File: src/rtl/decode_stage_pkg.sv
`default_nettype none
// ============================================================================
// Module      : decode_stage_pkg
// Description : Shared decode definitions: ALU operation codes, RV32I major
//               opcodes, src1 select codes, the decoded bundle layout and a
//               helper that maps arithmetic funct3 onto an ALU operation.
//               Reused by the ALU and the execute stage.
// Revision    : 1.0 - initial release
// ============================================================================
package decode_stage_pkg;

    // ALU operation codes; 14 and 15 are reserved and never produced
    localparam logic [3:0] c_alu_eq  = 4'd0;
    localparam logic [3:0] c_alu_ne  = 4'd1;
    localparam logic [3:0] c_alu_lt  = 4'd2;
    localparam logic [3:0] c_alu_ge  = 4'd3;
    localparam logic [3:0] c_alu_ltu = 4'd4;
    localparam logic [3:0] c_alu_geu = 4'd5;
    localparam logic [3:0] c_alu_add = 4'd6;
    localparam logic [3:0] c_alu_xor = 4'd7;
    localparam logic [3:0] c_alu_or  = 4'd8;
    localparam logic [3:0] c_alu_and = 4'd9;
    localparam logic [3:0] c_alu_sub = 4'd10;
    localparam logic [3:0] c_alu_sll = 4'd11;
    localparam logic [3:0] c_alu_srl = 4'd12;
    localparam logic [3:0] c_alu_sra = 4'd13;

    // RV32I major opcodes (instr[6:0])
    localparam logic [6:0] c_opc_op     = 7'b0110011;
    localparam logic [6:0] c_opc_op_imm = 7'b0010011;
    localparam logic [6:0] c_opc_branch = 7'b1100011;
    localparam logic [6:0] c_opc_load   = 7'b0000011;
    localparam logic [6:0] c_opc_store  = 7'b0100011;
    localparam logic [6:0] c_opc_lui    = 7'b0110111;
    localparam logic [6:0] c_opc_auipc  = 7'b0010111;
    localparam logic [6:0] c_opc_jal    = 7'b1101111;
    localparam logic [6:0] c_opc_jalr   = 7'b1100111;

    // First ALU operand select
    localparam logic [1:0] c_src1_rs1  = 2'b00;
    localparam logic [1:0] c_src1_pc   = 2'b01;
    localparam logic [1:0] c_src1_zero = 2'b10;

    typedef struct packed {
        logic [3:0]  alu_op;
        logic [31:0] imm;
        logic [4:0]  rs1;
        logic [4:0]  rs2;
        logic [4:0]  rd;
        logic [1:0]  src1_sel;
        logic        src2_is_imm;
        logic        reg_write;
        logic        is_branch;
        logic        is_load;
        logic        is_store;
        logic        is_jump;
        logic        illegal;
    } dec_bundle_t;

    // Arithmetic funct3 -> ALU op. i_alt selects SUB (funct3=000) or
    // SRA (funct3=101); callers decide when the alternate form is allowed.
    function automatic logic [3:0] f_arith_op(input logic [2:0] i_funct3,
                                              input logic       i_alt);
        logic [3:0] r_op;
        case (i_funct3)
            3'b000:  r_op = i_alt ? c_alu_sub : c_alu_add;
            3'b001:  r_op = c_alu_sll;
            3'b010:  r_op = c_alu_lt;
            3'b011:  r_op = c_alu_ltu;
            3'b100:  r_op = c_alu_xor;
            3'b101:  r_op = i_alt ? c_alu_sra : c_alu_srl;
            3'b110:  r_op = c_alu_or;
            default: r_op = c_alu_and;
        endcase
        return r_op;
    endfunction

endpackage
`default_nettype wire

File: src/rtl/decode_stage_imm_gen.sv
`default_nettype none
// ============================================================================
// Module      : imm_gen
// Description : Combinational RV32I immediate generator. Produces the
//               sign-extended I/S/B/U/J immediate selected by the opcode.
//               Shift-immediate forms return only the 5-bit shamt so the
//               funct7 bits never leak into the shift amount.
// Ports       : i_instr [DATA_WIDTH] instruction word
//               o_imm   [DATA_WIDTH] immediate (0 for R-type / unknown)
// Revision    : 1.0 - initial release
// ============================================================================
module imm_gen
    import decode_stage_pkg::*;
#(
    parameter int DATA_WIDTH = 32
) (
    input  logic [DATA_WIDTH-1:0] i_instr,
    output logic [DATA_WIDTH-1:0] o_imm
);

    logic [6:0] w_opcode;
    logic [2:0] w_funct3;

    assign w_opcode = i_instr[6:0];
    assign w_funct3 = i_instr[14:12];

    always_comb begin
        o_imm = '0;
        case (w_opcode)
            c_opc_op_imm: begin
                if (w_funct3 == 3'b001 || w_funct3 == 3'b101)
                    o_imm = {27'b0, i_instr[24:20]};
                else
                    o_imm = {{20{i_instr[31]}}, i_instr[31:20]};
            end
            c_opc_load, c_opc_jalr:
                o_imm = {{20{i_instr[31]}}, i_instr[31:20]};
            c_opc_store:
                o_imm = {{20{i_instr[31]}}, i_instr[31:25], i_instr[11:7]};
            c_opc_branch:
                o_imm = {{19{i_instr[31]}}, i_instr[31], i_instr[7],
                         i_instr[30:25], i_instr[11:8], 1'b0};
            c_opc_lui, c_opc_auipc:
                o_imm = {i_instr[31:12], 12'b0};
            c_opc_jal:
                o_imm = {{11{i_instr[31]}}, i_instr[31], i_instr[19:12],
                         i_instr[20], i_instr[30:21], 1'b0};
            default:
                o_imm = '0;
        endcase
    end

endmodule
`default_nettype wire

File: src/rtl/decode_stage.sv
`default_nettype none
// ============================================================================
// Module      : decode_stage
// Description : RV32I decode pipeline stage. Decodes in_instr into ALU op,
//               operand selects, register indices, immediate and control
//               flags, and registers the result behind a valid/ready
//               handshake (one-cycle latency, full throughput).
// Ports       : clk, rst (async, active-high)
//               in_valid/in_instr/in_ready   upstream handshake
//               flush                        drop held + incoming bundle
//               out_valid/out_ready          downstream handshake
//               alu_op, imm, rs1, rs2, rd, src1_sel, src2_is_imm, reg_write,
//               is_branch, is_load, is_store, is_jump, illegal  bundle
// Revision    : 1.0 - initial release
// ============================================================================
module decode_stage
    import decode_stage_pkg::*;
#(
    parameter int DATA_WIDTH = 32
) (
    input  logic                  clk,
    input  logic                  rst,
    input  logic                  in_valid,
    input  logic [DATA_WIDTH-1:0] in_instr,
    output logic                  in_ready,
    input  logic                  flush,
    output logic                  out_valid,
    input  logic                  out_ready,
    output logic [3:0]            alu_op,
    output logic [DATA_WIDTH-1:0] imm,
    output logic [4:0]            rs1,
    output logic [4:0]            rs2,
    output logic [4:0]            rd,
    output logic [1:0]            src1_sel,
    output logic                  src2_is_imm,
    output logic                  reg_write,
    output logic                  is_branch,
    output logic                  is_load,
    output logic                  is_store,
    output logic                  is_jump,
    output logic                  illegal
);

    logic [6:0]      w_opcode;
    logic [2:0]      w_funct3;
    logic [6:0]      w_funct7;
    logic            w_f7_zero;
    logic            w_f7_alt;
    logic [31:0]     w_imm;
    logic            w_legal;
    logic            w_ready;
    logic            w_accept;
    dec_bundle_t     w_dec;
    dec_bundle_t     r_bundle;
    logic            r_valid;

    assign w_opcode  = in_instr[6:0];
    assign w_funct3  = in_instr[14:12];
    assign w_funct7  = in_instr[31:25];
    assign w_f7_zero = (w_funct7 == 7'b0000000);
    assign w_f7_alt  = (w_funct7 == 7'b0100000);

    imm_gen #(
        .DATA_WIDTH (DATA_WIDTH)
    ) u_imm_gen (
        .i_instr (in_instr),
        .o_imm   (w_imm)
    );

    // ------------------------------------------------------------------
    // Decode
    // ------------------------------------------------------------------
    always_comb begin
        w_dec          = '0;
        w_legal        = 1'b1;
        w_dec.alu_op   = c_alu_add;
        w_dec.imm      = w_imm;
        w_dec.rs1      = in_instr[19:15];
        w_dec.rs2      = in_instr[24:20];
        w_dec.rd       = in_instr[11:7];
        w_dec.src1_sel = c_src1_rs1;

        case (w_opcode)
            c_opc_op: begin
                w_dec.alu_op    = f_arith_op(w_funct3, w_f7_alt);
                w_dec.reg_write = 1'b1;
                // Only ADD/SUB and SRL/SRA have a funct7=0100000 form
                if (w_funct3 == 3'b000 || w_funct3 == 3'b101)
                    w_legal = w_f7_zero | w_f7_alt;
                else
                    w_legal = w_f7_zero;
            end
            c_opc_op_imm: begin
                // funct7 bit 5 is an opcode bit only for shifts right;
                // for funct3=000 it is immediate data, so no SUB here
                w_dec.alu_op      = f_arith_op(w_funct3,
                                               (w_funct3 == 3'b101) && w_f7_alt);
                w_dec.src2_is_imm = 1'b1;
                w_dec.reg_write   = 1'b1;
                if (w_funct3 == 3'b001)
                    w_legal = w_f7_zero;
                else if (w_funct3 == 3'b101)
                    w_legal = w_f7_zero | w_f7_alt;
            end
            c_opc_branch: begin
                w_dec.is_branch = 1'b1;
                case (w_funct3)
                    3'b000:  w_dec.alu_op = c_alu_eq;
                    3'b001:  w_dec.alu_op = c_alu_ne;
                    3'b100:  w_dec.alu_op = c_alu_lt;
                    3'b101:  w_dec.alu_op = c_alu_ge;
                    3'b110:  w_dec.alu_op = c_alu_ltu;
                    3'b111:  w_dec.alu_op = c_alu_geu;
                    default: w_legal      = 1'b0;
                endcase
            end
            c_opc_load: begin
                w_dec.src2_is_imm = 1'b1;
                w_dec.is_load     = 1'b1;
                w_dec.reg_write   = 1'b1;
                // LB/LH/LW/LBU/LHU only
                w_legal = (w_funct3 != 3'b011) && (w_funct3 != 3'b110) &&
                          (w_funct3 != 3'b111);
            end
            c_opc_store: begin
                w_dec.src2_is_imm = 1'b1;
                w_dec.is_store    = 1'b1;
                w_legal           = (w_funct3[2] == 1'b0) && (w_funct3 != 3'b011);
            end
            c_opc_lui: begin
                w_dec.src1_sel    = c_src1_zero;
                w_dec.src2_is_imm = 1'b1;
                w_dec.reg_write   = 1'b1;
            end
            c_opc_auipc: begin
                w_dec.src1_sel    = c_src1_pc;
                w_dec.src2_is_imm = 1'b1;
                w_dec.reg_write   = 1'b1;
            end
            c_opc_jal: begin
                w_dec.src1_sel    = c_src1_pc;
                w_dec.src2_is_imm = 1'b1;
                w_dec.is_jump     = 1'b1;
                w_dec.reg_write   = 1'b1;
            end
            c_opc_jalr: begin
                w_dec.src2_is_imm = 1'b1;
                w_dec.is_jump     = 1'b1;
                w_dec.reg_write   = 1'b1;
                w_legal           = (w_funct3 == 3'b000);
            end
            default: w_legal = 1'b0;
        endcase

        // Illegal encodings collapse to a harmless ADD with no side effects
        if (!w_legal) begin
            w_dec.alu_op      = c_alu_add;
            w_dec.imm         = '0;
            w_dec.src1_sel    = c_src1_rs1;
            w_dec.src2_is_imm = 1'b0;
            w_dec.reg_write   = 1'b0;
            w_dec.is_branch   = 1'b0;
            w_dec.is_load     = 1'b0;
            w_dec.is_store    = 1'b0;
            w_dec.is_jump     = 1'b0;
            w_dec.illegal     = 1'b1;
        end

        // x0 is hardwired; never request a write to it
        if (w_dec.rd == 5'd0)
            w_dec.reg_write = 1'b0;
    end

    // ------------------------------------------------------------------
    // Pipeline register
    // ------------------------------------------------------------------
    assign w_ready  = !r_valid || out_ready;
    assign w_accept = in_valid && w_ready && !flush;

    always_ff @(posedge clk or posedge rst) begin
        if (rst) begin
            r_valid  <= 1'b0;
            r_bundle <= '0;
        end else if (flush) begin
            r_valid  <= 1'b0;
        end else if (w_accept) begin
            r_valid  <= 1'b1;
            r_bundle <= w_dec;
        end else if (out_ready) begin
            r_valid  <= 1'b0;
        end
    end

    // in_ready is forced low while reset is applied so every output reads 0
    assign in_ready    = !rst && w_ready;
    assign out_valid   = r_valid;
    assign alu_op      = r_bundle.alu_op;
    assign imm         = r_bundle.imm;
    assign rs1         = r_bundle.rs1;
    assign rs2         = r_bundle.rs2;
    assign rd          = r_bundle.rd;
    assign src1_sel    = r_bundle.src1_sel;
    assign src2_is_imm = r_bundle.src2_is_imm;
    assign reg_write   = r_bundle.reg_write;
    assign is_branch   = r_bundle.is_branch;
    assign is_load     = r_bundle.is_load;
    assign is_store    = r_bundle.is_store;
    assign is_jump     = r_bundle.is_jump;
    assign illegal     = r_bundle.illegal;

endmodule
`default_nettype wire

File: config.mk
export PLATFORM = sky130hd
export DESIGN_NAME = decode_stage
export DESIGN_NICKNAME = d
export VERILOG_FILES = /design/src/rtl/decode_stage_pkg.sv /design/src/rtl/decode_stage_imm_gen.sv /design/src/rtl/decode_stage.sv
export SDC_FILE = /design/constraint.sdc
export NUM_CORES = 1
export LEC_CHECK = 0
export BUFFER_PORTS_ARGS = -buffer_cell sky130_fd_sc_hd__buf_2
export CAP_MARGIN = 10
export CORE_MARGIN = 2
export CORE_UTILIZATION = 47
export DETAILED_ROUTE_END_ITERATION = 8
export PLACE_DENSITY = 0.82
export SETUP_SLACK_MARGIN = 0.05
export SYNTH_ARGS = -nofsm -noshare
export SYNTH_HDL_FRONTEND = slang
export SYNTH_HIERARCHICAL = 1
export SYNTH_SLANG_ARGS = --single-unit
export TNS_END_PERCENT = 5
File: constraint.sdc
create_clock -name clk -period 1.65 [get_ports clk]
set_input_delay 0.0825 -clock clk [delete_from_list [all_inputs] [get_ports clk]]
set_output_delay 0.0825 -clock clk [all_outputs]
set_load 0.02 [all_outputs]
== Word level (Yosys, flattened, before mapping) ==
Index checks and enable logic that the tools add are counted.

* Register bits: 61
* Logic and storage cells: 91

* Equal/unequal tests: 20
* Multiplexer cells: 28
* Bitwise operators: 3
* Reductions and logical operators: 26

{| class="wikitable"
|+ Operators with widths
! kind !! count
|-
| 32-bit one-hot mux with 6 select lines || 1
|-
| 4-bit one-hot mux with 7 select lines || 2
|-
| 36-bit 2-to-1 mux || 1
|-
| 32-bit 2-to-1 mux || 1
|-
| 7-bit by 6-bit == test with 1-bit output, second input constant || 4
|-
| 7-bit == test, second input constant || 3
|-
| 3-bit one-hot mux with 6 select lines || 1
|-
| 1-bit 2-to-1 mux || 16
|-
| 7-bit by 5-bit == test with 1-bit output, second input constant || 2
|-
| 7-bit OR reduction || 2
|-
| 3-bit == test, second input constant || 4
|-
| 4-bit one-hot mux with 3 select lines || 1
|-
| 9-bit 2-to-1 mux || 1
|-
| 4-bit 2-to-1 mux || 2
|-
| 2-bit OR reduction || 4
|-
| 7-bit by 2-bit == test with 1-bit output, second input constant || 1
|-
| 1-bit logical AND || 7
|-
| 7-bit logical NOT || 1
|-
| 1-bit one-hot mux with 7 select lines || 1
|-
| 3-bit by 2-bit == test with 1-bit output, second input constant || 2
|-
| 3-bit inequality test, second input constant || 2
|-
| 6-bit OR reduction || 1
|-
| 5-bit logical NOT || 1
|-
| 2-bit one-hot mux with 2 select lines || 1
|-
| other kinds (10) || 15
|}

== Depth between registers and ports, before layout ==
* Depth after elaboration: 7
* Mapped depth: 8

== Modules after synthesis ==
The synthesis kept the hierarchy.

{| class="wikitable"
|+ Modules (own cells, without submodules)
! module !! instances !! cells an instance !! area an instance (µm²) !! sequential area each (µm²)
|-
| decode_stage || 1 || 324 || 2892.8 || 1526.5
|-
| imm_gen || 1 || 68 || 514.2 || 0.0
|}

== Worst setup path after synthesis ==
No wires, ideal clock.

* Kind: register to register
* Start: register r_valid (netlist: out_valid)
* End: register r_bundle (netlist bit is_jump)
* Arrival time: 1.741 ns
* Slack: -0.227 ns
* Stages on the path, launching flop included: 8
* Buffers on the path: 3
* Clock period less this slack: 1.877 ns
* Cell sequence: dfrtp_1 -> nor2b_1 -> or3b_2 -> clkbuf_1 -> clkbuf_1 -> clkbuf_1 -> nand2_1 -> o31ai_1

* Cells in the longest elaborated chain, start to end: 5

{| class="wikitable"
|+ RTL lines
! item !! RTL line !! text
|-
| from (decl) || decode_stage.sv:55 || <nowiki>logic r_valid;</nowiki>
|-
| from (signal assigned) || decode_stage.sv:182 || <nowiki>r_valid <= 1'b0;</nowiki>
|-
| from (signal assigned) || decode_stage.sv:185 || <nowiki>r_valid <= 1'b0;</nowiki>
|-
| from (signal assigned) || decode_stage.sv:187 || <nowiki>r_valid <= 1'b1;</nowiki>
|-
| 1-bit logical NOT || decode_stage.sv:177 || <nowiki>assign w_ready = !r_valid || out_ready;</nowiki>
|-
| 1-bit logical OR || decode_stage.sv:177 ||
|-
| 1-bit logical AND (2 in a row) || decode_stage.sv:178 || <nowiki>assign w_accept = in_valid && w_ready && !flush;</nowiki>
|-
| 2-bit AND reduction (no line) || -- ||
|-
| to (signal assigned) || decode_stage.sv:188 || <nowiki>r_bundle <= w_dec;</nowiki>
|-
| to (decl) || decode_stage.sv:54 || <nowiki>dec_bundle_t r_bundle;</nowiki>
|}

No other way between the ends.
A chain may end at the register's enable or synchronous reset.

== Worst setup path after layout ==
* Start: register r_valid (netlist: out_valid)
* End: register r_bundle (netlist bit imm[20])

Same word-level chain as after synthesis.

==> impl_metrics.env <==
export IMPL_crit_type="reg -> reg"
export IMPL_slew_headroom_pct=65.3
export IMPL_setup_slack_ps=63.8
export IMPL_slew_viol_final=0
export IMPL_synth_flop_cell="dfrtp_1"
export IMPL_rsz0062_at_grt="yes"
export IMPL_ff2ff_path_depth=4
export IMPL_cts_root_buf="clkbuf_8"
export IMPL_min_to="rs2[0]$_DFFE_PP0P_"
export IMPL_worst_pin_slew_ps=521
export IMPL_dp_hpwl_um=6810
export IMPL_synth_top_area_share_pct=44.8
export IMPL_final_cell_mix="100 x nand2_1, 98 x buf_2, 60 x dfrtp_1"
export IMPL_port_buffers=98
export IMPL_wl_um=10000
export IMPL_rrSetupSlack_ps=60
export IMPL_hold_viol=0
export IMPL_area_growth_syn_to_layout_pct=38.7
export IMPL_cp_max_fo=78
export IMPL_whs_ps=14.4
export IMPL_final_cells=644
export IMPL_crit_chain="nor2b_4 > or3b_4 > buf_12 > o31ai_2"
export IMPL_required_ps=1900
export IMPL_hold_path_class="in -> reg"
export IMPL_dieArea_um2=7950
export IMPL_via_count=3465
export IMPL_grt_pass1_wl_um=16000
export IMPL_ant_nets=0
export IMPL_min_from="in_instr[20]"
export IMPL_cts_htree_levels=3
export IMPL_peakVddDrop_mv=0.521
export IMPL_powerDensity_nw_per_um2=792
export IMPL_rr_endpoint="imm[20]$_DFFE_PP0P_"
export IMPL_skew_ps=7.72
export IMPL_layout_commonest_cell="nand2_1"
export IMPL_die_w_um=89.1
export IMPL_via_per_inst=5.38
export IMPL_dpl_cell_count=610
export IMPL_gr_usage_all_layers_pct=26.4
export IMPL_cap_violations=0
export IMPL_final_nets=576
export IMPL_stdcell_area_um2=4730
export IMPL_endpoint_kind="flip-flop"
export IMPL_gp_congestion=0.877
export IMPL_post_drt_wl_per_cell_um=15.6
export IMPL_synth_top_cells_by_area="dfrtp_1 45%, nand2_1 11%, o31ai_1 8.4%"
export IMPL_outcome="finished, final reports clean"
export IMPL_cts_buffers=9
export IMPL_die_y_um=89.1
export IMPL_syn_inst=392
export IMPL_worst_path_buf_inv=1
export IMPL_first_pass_iters=5
export IMPL_yosys_area_top_type="dfrtp_1"
export IMPL_setup_viol=0
export IMPL_antenna_found_initial=1
export IMPL_post_synth_instance_area_um2=3410
export IMPL_synthArstFlopShare_pct=100
export IMPL_grt_pass1_vias=3298
export IMPL_place_ws_ps=-135
export IMPL_syn_area_per_cell_um2=8.69
export IMPL_hold_path_depth=3
export IMPL_arrival_ps=1830
export IMPL_clock_fmax_ghz=0.630
export IMPL_core_um2=7140
export IMPL_power_total_mw=3.74
export IMPL_grt_max_degree=79
export IMPL_synthesis_nets=429
export IMPL_rr_startpoint="out_valid$_DFFE_PP0P_"
export IMPL_cpPeakStageDelay_ps=410
export IMPL_ys_ff_latch=61
export IMPL_start_util_pct=47.7
export IMPL_clk_insertion_delay_late_ps=350
export IMPL_synth_edf_count=0
export IMPL_drt_iter0_drc=264
export IMPL_ios=99
export IMPL_clockBufferDepth=2
export IMPL_crit_family="simple AND/OR/NAND/NOR gates"
export IMPL_yosysWarnings=6
export IMPL_route_detailed_drc=0
export IMPL_drive_above_1_share_pct=36.0
export IMPL_yosysUniqueCellTypes=49
export IMPL_cts_tree="yes"
export IMPL_rows=31
export IMPL_fin_crit_sh_pct=96.1
export IMPL_crit_path_start_kind="flip-flop"
export IMPL_cts_sink_count=61
export IMPL_clkSlewWorstSetupHoldPaths_ps=70
export IMPL_fin_crit_ps=1590
export IMPL_grt_overflow=0
export IMPL_seq_area_frac_synth_pct=44.8
export IMPL_place_area_um2=4310
export IMPL_p_leak_nw=2.41
export IMPL_critPathSlowestCell="or3b_4"
==> tightest hold or removal path, cell delays in order <==
cell and delay, ps:
buf_2 130, nand2_1 60, nand2_1 50
==> layer usage <==
metal	routed length [um]	global-route usage [%]	up-vias
met5	0	0	-
met4	244	10.4	0
met1	4240	35.3	1636
met3	703	5.72	22
li1	-	-	1645
met2	4840	42.1	162
==> synth_stat cells (3+ instances only) <==
cell type / number
nand2_1: 100
dfrtp_1: 61
o31ai_1: 38
inv_1: 37
clkbuf_1: 16
o21ai_0: 16
nor2_1: 14
a21o_2: 11
a21o_1: 9
nand3_1: 9
a22o_1: 6
and2_1: 6
buf_4: 5
nor2b_1: 5
a21oi_1: 4
buf_2: 4
nand4_1: 4
o21ai_2: 4
a31oi_1: 3
nand2b_1: 3
nand3b_1: 3
nor3_1: 3
==> metrics by stage <==
step,setup TNS [ps],util (%)
after detailed placement,-2120,60.3
after floorplan,-569,-
after global placement,-708,60.3
after global routing,0,66.2
after CTS,0,65.9
final,0,66.2
==> worst max path at each step <==
stage	to	startpoint	depth (start not counted)	slack (ps)
after floorplan	alu_op[2]$_DFFE_PP0P_	out_valid$_DFFE_PP0P_	5	-40
after CTS	alu_op[2]$_DFFE_PP0P_	out_valid$_DFFE_PP0P_	4	60
final	imm[20]$_DFFE_PP0P_	out_valid$_DFFE_PP0P_	4	60
after detailed placement	imm[23]$_DFFE_PP0P_	in_instr[26]	9	-130
after global placement	alu_op[2]$_DFFE_PP0P_	in_instr[2]	7	-60
after global routing	is_jump$_DFFE_PP0P_	out_valid$_DFFE_PP0P_	4	10
==> sequential cells by signal, summed over array words and instances, names as in the netlist, 2 cells and up <==
signal    count
rd            5
alu_op        4
rs1           5
src1_sel      2
imm          32
rs2           5
==> power by group <==
group	total (mW)	internal (mW)	switching (mW)
combinational	0.649	0.256	0.393
clock	1.51	0.855	0.656
sequential	1.58	1.55	0.0303
==> cell families (layout without fill, tap and decap cells) <==
kind of cell	after synthesis	count (layout)	share of synthesized area, %
other cells	0	1	0
buf+inv	64	216	8.19
simple gates	161	161	22.7
flops	61	61	44.8
mux	1	1	0.330
compound gates	105	105	23.9
==> cell type report <==
class	instances	area, um^2
Fill cell	601	2410
Multi-Input combinational cell	267	1640
Sequential cell	61	1530
Timing Repair Buffer	163	1070
Inverter	37	143
Clock buffer	9	124
Tap cell	99	124
Clock inverter	7	97.6
Antenna cell	1	2.50
==> repair_timing <==
action / 4_1_cts / 5_1_grt
pin swaps: 0 / 0
setup endpoints to repair: 1 / 20
resized for setup: 1 / 4
buffers inserted: 0 / 0
hold buffers: 17 / 0
endpoints found under the hold margin: 76 / 0
(Power assumes the default switching activity.)
